==> config.mk <==
export PLATFORM = sky130hd
export DESIGN_NAME = num_board_adjacent
export DESIGN_NICKNAME = d
export VERILOG_FILES = /design/src/rtl/num_board_adjacent.sv
export SDC_FILE = /design/constraint.sdc
export NUM_CORES = 2
export LEC_CHECK = 0
export BUFFER_PORTS_ARGS = -buffer_cell sky130_fd_sc_hd__buf_2
export CORE_MARGIN = 1
export CORE_UTILIZATION = 35
export DETAILED_ROUTE_END_ITERATION = 7
export PLACE_DENSITY_LB_ADDON = 0.08
export SETUP_SLACK_MARGIN = 0.05
export SLEW_MARGIN = 15
export SYNTH_ARGS = -nofsm -noshare
export SYNTH_HDL_FRONTEND = slang
export SYNTH_SLANG_ARGS = --single-unit
==> constraint.sdc <==
create_clock -name clk -period 93.3 [get_ports clk]
set_input_delay 4.665 -clock clk [delete_from_list [all_inputs] [get_ports clk]]
set_output_delay 4.665 -clock clk [all_outputs]
set_load 0.01 [all_outputs]
==> src/rtl/num_board_adjacent.sv <==
// num_board_adjacent: minesweeper number board, one saturating adjacent-mine count per cell.
// Each accepted increment request walks the eight neighbours of a centre cell, one
// read-modify-write per cycle, with a registered read port for display/reveal logic.
// Optional feature macro: NUM_BOARD_PENDING_EN adds a one-entry pending request register.
module num_board_adjacent #(
  parameter int unsigned COLS = 16,
  parameter int unsigned ROWS = 16,
  parameter int unsigned XW   = 4,
  parameter int unsigned YW   = 4,
  parameter int unsigned CW   = 4
) (
  input  logic          clk,
  input  logic          reset,
  input  logic          clear,
  input  logic          inc_req,
  input  logic [XW-1:0] inc_x,
  input  logic [YW-1:0] inc_y,
  output logic          inc_busy,
  output logic          inc_done,
  input  logic [XW-1:0] rd_x,
  input  logic [YW-1:0] rd_y,
  output logic [CW-1:0] rd_count
);

  localparam int unsigned NCELL = ROWS * COLS;
  localparam int unsigned AW    = (NCELL > 1) ? $clog2(NCELL) : 1;

  typedef enum logic [1:0] {StIdle, StWalk, StDone} state_e;

  state_e        state_q, state_d;
  logic [2:0]    idx_q, idx_d;
  logic [XW-1:0] cx_q, cx_d;
  logic [YW-1:0] cy_q, cy_d;
  logic          done_q, done_d;

  logic [CW-1:0] cnt [NCELL];

  int            dxi, dyi, nxi, nyi;
  logic          wr_en;
  logic [AW-1:0] wr_addr;
  logic          rd_ok;
  logic [AW-1:0] rd_addr;

`ifdef NUM_BOARD_PENDING_EN
  logic          pend_v_q, pend_v_d;
  logic [XW-1:0] pend_x_q, pend_x_d;
  logic [YW-1:0] pend_y_q, pend_y_d;

  assign inc_busy = pend_v_q;
`else
  assign inc_busy = (state_q != StIdle);
`endif

  assign inc_done = done_q;

  // Neighbour offset for the current walk index, in the fixed row-major order.
  always_comb begin
    dxi = 0;
    dyi = 0;
    unique case (idx_q)
      3'd0: begin dxi = -1; dyi = -1; end
      3'd1: begin dxi =  0; dyi = -1; end
      3'd2: begin dxi =  1; dyi = -1; end
      3'd3: begin dxi = -1; dyi =  0; end
      3'd4: begin dxi =  1; dyi =  0; end
      3'd5: begin dxi = -1; dyi =  1; end
      3'd6: begin dxi =  0; dyi =  1; end
      3'd7: begin dxi =  1; dyi =  1; end
    endcase
  end

  // Neighbour address and range check; off-board neighbours still burn their cycle.
  always_comb begin
    nxi     = int'(cx_q) + dxi;
    nyi     = int'(cy_q) + dyi;
    wr_en   = (state_q == StWalk) && !clear && (nxi >= 0) && (nxi < int'(COLS)) &&
              (nyi >= 0) && (nyi < int'(ROWS));
    wr_addr = AW'(nyi * int'(COLS) + nxi);
    rd_ok   = (int'(rd_x) < int'(COLS)) && (int'(rd_y) < int'(ROWS));
    rd_addr = AW'(int'(rd_y) * int'(COLS) + int'(rd_x));
  end

  // Walk state register.
  always_ff @(posedge clk or posedge reset) begin
    if (reset) begin
      state_q <= StIdle;
      idx_q   <= '0;
      cx_q    <= '0;
      cy_q    <= '0;
      done_q  <= 1'b0;
    end else begin
      state_q <= state_d;
      idx_q   <= idx_d;
      cx_q    <= cx_d;
      cy_q    <= cy_d;
      done_q  <= done_d;
    end
  end

`ifdef NUM_BOARD_PENDING_EN
  // Pending request register.
  always_ff @(posedge clk or posedge reset) begin
    if (reset) begin
      pend_v_q <= 1'b0;
      pend_x_q <= '0;
      pend_y_q <= '0;
    end else begin
      pend_v_q <= pend_v_d;
      pend_x_q <= pend_x_d;
      pend_y_q <= pend_y_d;
    end
  end
`endif

  // Next-state logic; clear overrides everything, including a same-cycle request.
  always_comb begin
    state_d = state_q;
    idx_d   = idx_q;
    cx_d    = cx_q;
    cy_d    = cy_q;
    done_d  = 1'b0;
`ifdef NUM_BOARD_PENDING_EN
    pend_v_d = pend_v_q;
    pend_x_d = pend_x_q;
    pend_y_d = pend_y_q;
`endif
    if (clear) begin
      state_d = StIdle;
      idx_d   = '0;
`ifdef NUM_BOARD_PENDING_EN
      pend_v_d = 1'b0;
`endif
    end else begin
      unique case (state_q)
        StIdle: begin
          if (inc_req) begin
            cx_d    = inc_x;
            cy_d    = inc_y;
            idx_d   = '0;
            state_d = StWalk;
          end
        end
        StWalk: begin
          idx_d = idx_q + 3'd1;
          if (idx_q == 3'd7) state_d = StDone;
`ifdef NUM_BOARD_PENDING_EN
          if (inc_req && !pend_v_q) begin
            pend_v_d = 1'b1;
            pend_x_d = inc_x;
            pend_y_d = inc_y;
          end
`endif
        end
        StDone: begin
          done_d  = 1'b1;
          state_d = StIdle;
`ifdef NUM_BOARD_PENDING_EN
          // Chain straight into the next walk so back-to-back requests skip IDLE.
          if (pend_v_q) begin
            cx_d     = pend_x_q;
            cy_d     = pend_y_q;
            idx_d    = '0;
            pend_v_d = 1'b0;
            state_d  = StWalk;
          end else if (inc_req) begin
            cx_d    = inc_x;
            cy_d    = inc_y;
            idx_d   = '0;
            state_d = StWalk;
          end
`endif
        end
        default: state_d = StIdle;
      endcase
    end
  end

  // Count storage: saturating increment of one neighbour per walk cycle.
  always_ff @(posedge clk or posedge reset) begin
    if (reset) begin
      for (int i = 0; i < int'(NCELL); i++) cnt[i] <= '0;
    end else if (clear) begin
      for (int i = 0; i < int'(NCELL); i++) cnt[i] <= '0;
    end else if (wr_en) begin
      if (cnt[wr_addr] != {CW{1'b1}}) cnt[wr_addr] <= cnt[wr_addr] + 1'b1;
    end
  end

  // Registered read port; same-cycle writes are seen on the following read.
  always_ff @(posedge clk or posedge reset) begin
    if (reset) begin
      rd_count <= '0;
    end else begin
      rd_count <= rd_ok ? cnt[rd_addr] : '0;
    end
  end

endmodule

### Yosys cells after proc, flatten, opt, wreduce, memory -nomap -nowiden

Memory sizes are Yosys's and may differ from the RTL's.
Index checks and enable logic that the tools add are counted.

* add/sub/neg operators: 6
* $lt $le $gt $ge: 7
* equality and inequality tests: 6
* muxes and demuxes: 21
* bitwise logic cells: 3
* reductions and logical operators: 16

Operators by type and width (number)
* $mux 1024: 3
* $bwmux 1024: 1
* $add 5x32->32: 2
* $bmux 4 s8: 2
* $ge 32x1->1 const B: 2
* $lt 32x6->1 const B: 2
* $demux 4 s8: 1
* $mux 4: 5
* $ge 9x9->1 const B: 2
* $not 8->9: 2
* $lt 9x1->1 const B: 1
* $add 8x4->8: 1
* $add 8x8->8: 1
* $logic_and 1x1->1: 6
* $mux 2: 3
* $mux 3: 2
* $pmux 3 s2: 1
* $reduce_and 2->1: 3
* $reduce_bool 2->1: 3
* $add 4x1->4 const B: 1
* $ne 4x4->1 const B: 1
* $pmux 2 s2: 1
* $add 3x1->3 const B: 1
* $eq 3x3->1 const B: 1
* other kinds (10): 11

* register bits: 1042
* memory bits (read-only): 512
* input bits: 20
* output and inout bits: 6
* memories kept: 1

Memories
* (name not given): words 8, width 64, read ports 1, clocked after memory_dff 0, wr ports 0, line 60 `unique case (idx_q)`

### Logic depth before layout (Yosys ltp)

An unclocked memory read counts as a cell.

* depth after elaboration: 12
* mapped depth: 32
* gate-level depth less buffers: 24

### Worst setup path after synthesis

OpenSTA, ideal clock, no wires.

* path kind: input to register
* from: input rd_x[0]
* to: register rd_count[0]
* setup time: 138 ps
* data arrival time: 7717 ps
* data required time: 93162 ps
* path slack: 85445 ps
* cell stages on the path: 7
* cells stage by stage: clkbuf_1 -> clkbuf_1 -> buf_1 -> mux4_2 -> mux4_2 -> mux4_2 -> mux4_2

* longest elaborated chain between the ends: 5

Ends and longest elaborated chain
* from (decl): line 20 `input logic [XW-1:0] rd_x,`
* $add 8x4->8: line 80 `rd_addr = AW'(int'(rd_y) * int'(COLS) + int'(rd_x));`
* $not 8->9 (not written as such): line 194 `rd_count <= rd_ok ? cnt[rd_addr] : '0;`
* $bmux 4 s8: line 194
* $mux 4 (not written as such) (2 in series): line 194
* to (signal assigned): line 194
* to (decl): line 22 `output logic [CW-1:0] rd_count`

Every way passes these cells. The select of a mux whose other input is x is not followed.
A chain may end at the register's enable or synchronous reset.

### Worst setup path after layout

* from: register idx_q[0]
* to: register cnt[210] in the netlist's numbering

* longest elaborated chain between the ends: 12
* elaborated cells between the ends (all ways): 30
* those cells by class: 4 x add/sub; 6 x order compare; 1 x eq/ne; 9 x mux; 1 x bitwise; 8 x reduce/logical; 1 x memory

Ends and longest elaborated chain
* from (decl): line 31 `logic [2:0] idx_q, idx_d;`
* from (signal assigned): line 93 `idx_q <= idx_d;`
* $mem_v2 8x64 (*)
* $add 5x32->32, on equally long branches: line 74, 75
* $add 8x8->8: line 78 `wr_addr = AW'(nyi * int'(COLS) + nxi);`
* $not 8->9 (not written as such): line 185 `if (cnt[wr_addr] != {CW{1'b1}}) cnt[wr_addr] <= cnt[wr_addr] + 1'b1;`
* $bmux 4 s8 (tied with other cells): line 185
* $mux 4 (not written as such) / $logic_and 1x1->1 (equally long branches): line 185
* $mux 4 (not written as such): line 185
* $add 4x1->4 / $demux 4 s8 (equally long branches): line 185
* $bwmux 1024: line 185
* $mux 1024: line 185
* $mux 1024: line 184 `end else if (wr_en) begin`
* $mux 1024: line 182 `end else if (clear) begin`
* to (decl): line 36 `logic [CW-1:0] cnt [NCELL];`

Mark *: on every way between the ends. The rest lies on a longest branch, timed or not. The select of a mux whose other input is x is not followed.

==> summary.txt <==
Drt
  • Routed via count: 50.0k
  • DRC marker count from the first detailed-route iteration: 5,289
  • # DRC: 0
  • WL/cell: 34.1 µm
  • Detail Route Antenna Nets: 0
  • Via/cell ratio: 6.35
  • Post-Route WL: 268,000 µm
  • Drt first pass iters: 6

Synth
  • Yosys reg bits: 1,042
  • Count leader, synth: dfrtp_1
  • Top post-synthesis cells by area: dfrtp_1, mux4_2, mux2i_1, a2111oi_4, nand2_1
  • Sequential area share after synthesis: 0.402
  • Post-synth top flop: dfrtp_1
  • Async S/R FF share, synth: 1.00
  • Synth unique cells: 84
  • Synth area leader: dfrtp_1
  • Syn nets: 5,675
  • Share of the synthesized area in the top cell type: 0.402
  • YS warnings: 0
  • Post-synth EDFFs: 0
  • Most frequent cells after synthesis: dfrtp_1, mux4_2, nand2_1, clkbuf_1, mux2i_1
  • Cells after synthesis: 5,614
  • Syn_area_per_cell: 11.6 µm²
  • Post-synthesis instance area: 0.0649 mm²

GRT
  • Global-route wire length before repair: 390,000 µm
  • Largest net degree at the start of global routing: 179
  • Global route total overflow: 0
  • Total GRT Usage: 0.288
  • Vias in the first global route: 49.6k
  • Initial antenna violation count: 14

Clock network
  • Root Driver: clkbuf_16
  • Postcts setup bufs: 0
  • Clk slew on worst S/H paths: 60 ps
  • Clock buffer depth: 3
  • Count of hold-fix buffers inserted at cts: 0
  • Cts bufs inserted: 136
  • TritonCTS clock tree: yes
  • Clk_lat worst skew: 820 ps
  • Resized cells post-CTS: 0
  • CTS H-tree lvls: 4
  • CTS Sinks: 1,042

Setup path
  • Critical Path AT: 10,970 ps
  • Crit end category: flop
  • R2R depth: 22
  • FF-to-FF Start: idx_q[0]
  • Slowest CP cell: buf_4
  • Startpoint Class: flop
  • CP max stage delay: 880 ps
  • Critical path data required time: 93,970 ps
  • CP cell instances: inv_1, ha_1, o21ai_1, buf_4, ha_1, xnor2_4, buf_4, buf_4, buf_4, nand2_1, and3_1, a311oi_1, o41ai_1, and4_4, inv_2, ha_4, o2111a_4, buf_4, and2_4, buf_4, o311ai_0, o21ai_0
  • Worst path most repeated cell: buf_4
  • Type of the worst setup path: reg2reg
  • Reg-to-reg setup timing slack: 83,000 ps
  • Crit-path max FO: 77
  • Reg-to-Reg End: cnt[210]

Placed design
  • IO buf count: 25
  • Placement Setup Slack: 83,040 ps
  • Post-DP HPWL: 165,000 µm
  • DP Area: 0.0670 mm²
  • GPL Wtd Cong: 0.889

Floorplanning
  • Core area: 0.184 mm²
  • Initial Utilization: 0.353
  • Die area: 0.187 mm²
  • Die height: 433 µm
  • Row count: 157
  • Io pins: 26
  • Die Width: 433 µm

Status
  • Outcome: finished clean

Finish
  • Fin area: 0.0714 mm²
  • Area grow syn2layout: 9.99%
  • Layout Utilization: 0.389
  • Final #Nets: 5,362
  • Share of cells above drive strength 1: 0.227

STA
  • Clock Skews: 42.0 ps
  • Tcrit/Tclk final: 0.110
  • Final count of negative-setup-slack endpoints: 0
  • Pins Over Slew Limit: 0
  • Unrepaired setup endpoints after global routing: false
  • Period minus WS final: 10,300 ps
  • Final WS setup: 83,000 ps
  • Slew at the pin closest to its max-slew limit: 1280 ps
  • Fmax: 0.0971 GHz
  • Setup TNS: 0 ps
  • Hold Vio Cnt, Final: 0
  • Slew margin rel.: 0.149

Hold path
  • Hold endpoint: cnt[762]
  • Hold path cells: 1
  • Hold_sp: cnt[762]
  • Min-delay worst type: reg2reg

Flow run
  • Max cap viols: 0

Power
  • Pwr dens: 31.5 mW/mm²
  • IR Drop Worst-Case VDD: 0.000102 V
  • LEAKAGE: 27.8 nW
==> worst max-delay path: cells and delay by family, from the launching register on <==
kind | cells | cell delay, ps
buffers and inverters | 8 | 4050
AOI/OAI and AO/OA | 6 | 2310
and+or+nand+nor | 4 | 1680
adders and majority gates | 3 | 880
xor gates and xnor gates | 1 | 620
DFF | 1 | 440
==> per-layer routing <==
layer / up-vias / GRT usage / share of wire
li1: 20900 / - / -
met1: 26600 / 0.405 / 0.43
met2: 2055 / 0.433 / 0.45
met3: 437 / 0.0601 / 0.075
met4: 2 / 0.108 / 0.040
met5: - / 0 / 0.000048
==> power breakdown <==
part           internal, mW  switching [mW]  leakage (nW)
registers             0.453        0.000775          14.5
logic                 0.204            1.06          11.1
clock network         0.304           0.225          2.15
total                 0.961            1.29          27.8
==> cells by family (layout without fill, tap and decap cells) <==
logic type	Yosys count	count (layout)	share of synthesized area
AOI/OAI and AO/OA	1452	1452	0.179
xor gates and xnor gates	11	11	0.00216
adders and majority gates	41	41	0.00825
other	0	7	0
buffers and inverters	732	520	0.0499
muxes	997	997	0.265
DFF	1042	1042	0.402
and+or+nand+nor	1339	1339	0.0932
==> cells in the final DEF (no fill, tap or decap), types with 29 or more instances in the layout <==
| cell type | count |
|---|---|
| mux4_2 | 575 |
| o21ai_0 | 227 |
| clkbuf_1 | 36 |
| a21boi_0 | 109 |
| a2111oi_4 | 81 |
| a31oi_1 | 73 |
| inv_1 | 86 |
| o31ai_1 | 33 |
| mux2_2 | 35 |
| a211o_1 | 72 |
| clkbuf_16 | 138 |
| o211ai_1 | 29 |
| mux2i_1 | 385 |
| nand3_1 | 198 |
| buf_4 | 157 |
| nor2b_1 | 57 |
| a211oi_1 | 95 |
| a21oi_1 | 253 |
| o21bai_1 | 38 |
| a311oi_1 | 107 |
| o21a_1 | 112 |
| nand2_1 | 550 |
| a31o_2 | 63 |
| dfrtp_1 | 1042 |
| ha_1 | 36 |
| and3_1 | 120 |
| o22ai_1 | 56 |
| nor2_1 | 272 |
| nand3b_1 | 35 |
==> flip-flops by register name (all words and copies together) (netlist names) <==
name / flops
cy_q: 4
idx_q: 3
rd_count: 4
cnt: 1024
cx_q: 4
state_q: 2
inc_done: 1
==> area by class of cell <==
cell class,count,area (µm²)
diodes,7,17.5
repair buffers,191,1540
clock buffers,202,3970
well taps,2464,3080
clock inverters,37,397
fillers,17800,112000
multi-input cells,3840,35900
inverters,90,353
flip-flops and latches,1042,26100
==> through the flow <==
step                power (mW)  instances  hold slack [ps]
finish                    2.25       7873              533
global placement          1.71       7627              505
global route              2.31       7867              549
floorplan                 1.24       5614              465
CTS                       2.25       7866              526
detailed placement        1.71       7627              513
==> how the worst max path moves through the flow <==
stage / startpoint / end / slack, ps
after floorplan: reset / cnt[0] / 59310
after global placement: idx_q[0] / cnt[222] / 83120
after detailed placement: idx_q[0] / cnt[222] / 83040
after CTS: idx_q[0] / cnt[194] / 83020
after global routing: idx_q[0] / cnt[194] / 82320
final: idx_q[0] / cnt[210] / 83000
No activity file was read; power rests on OpenSTA's default activity.
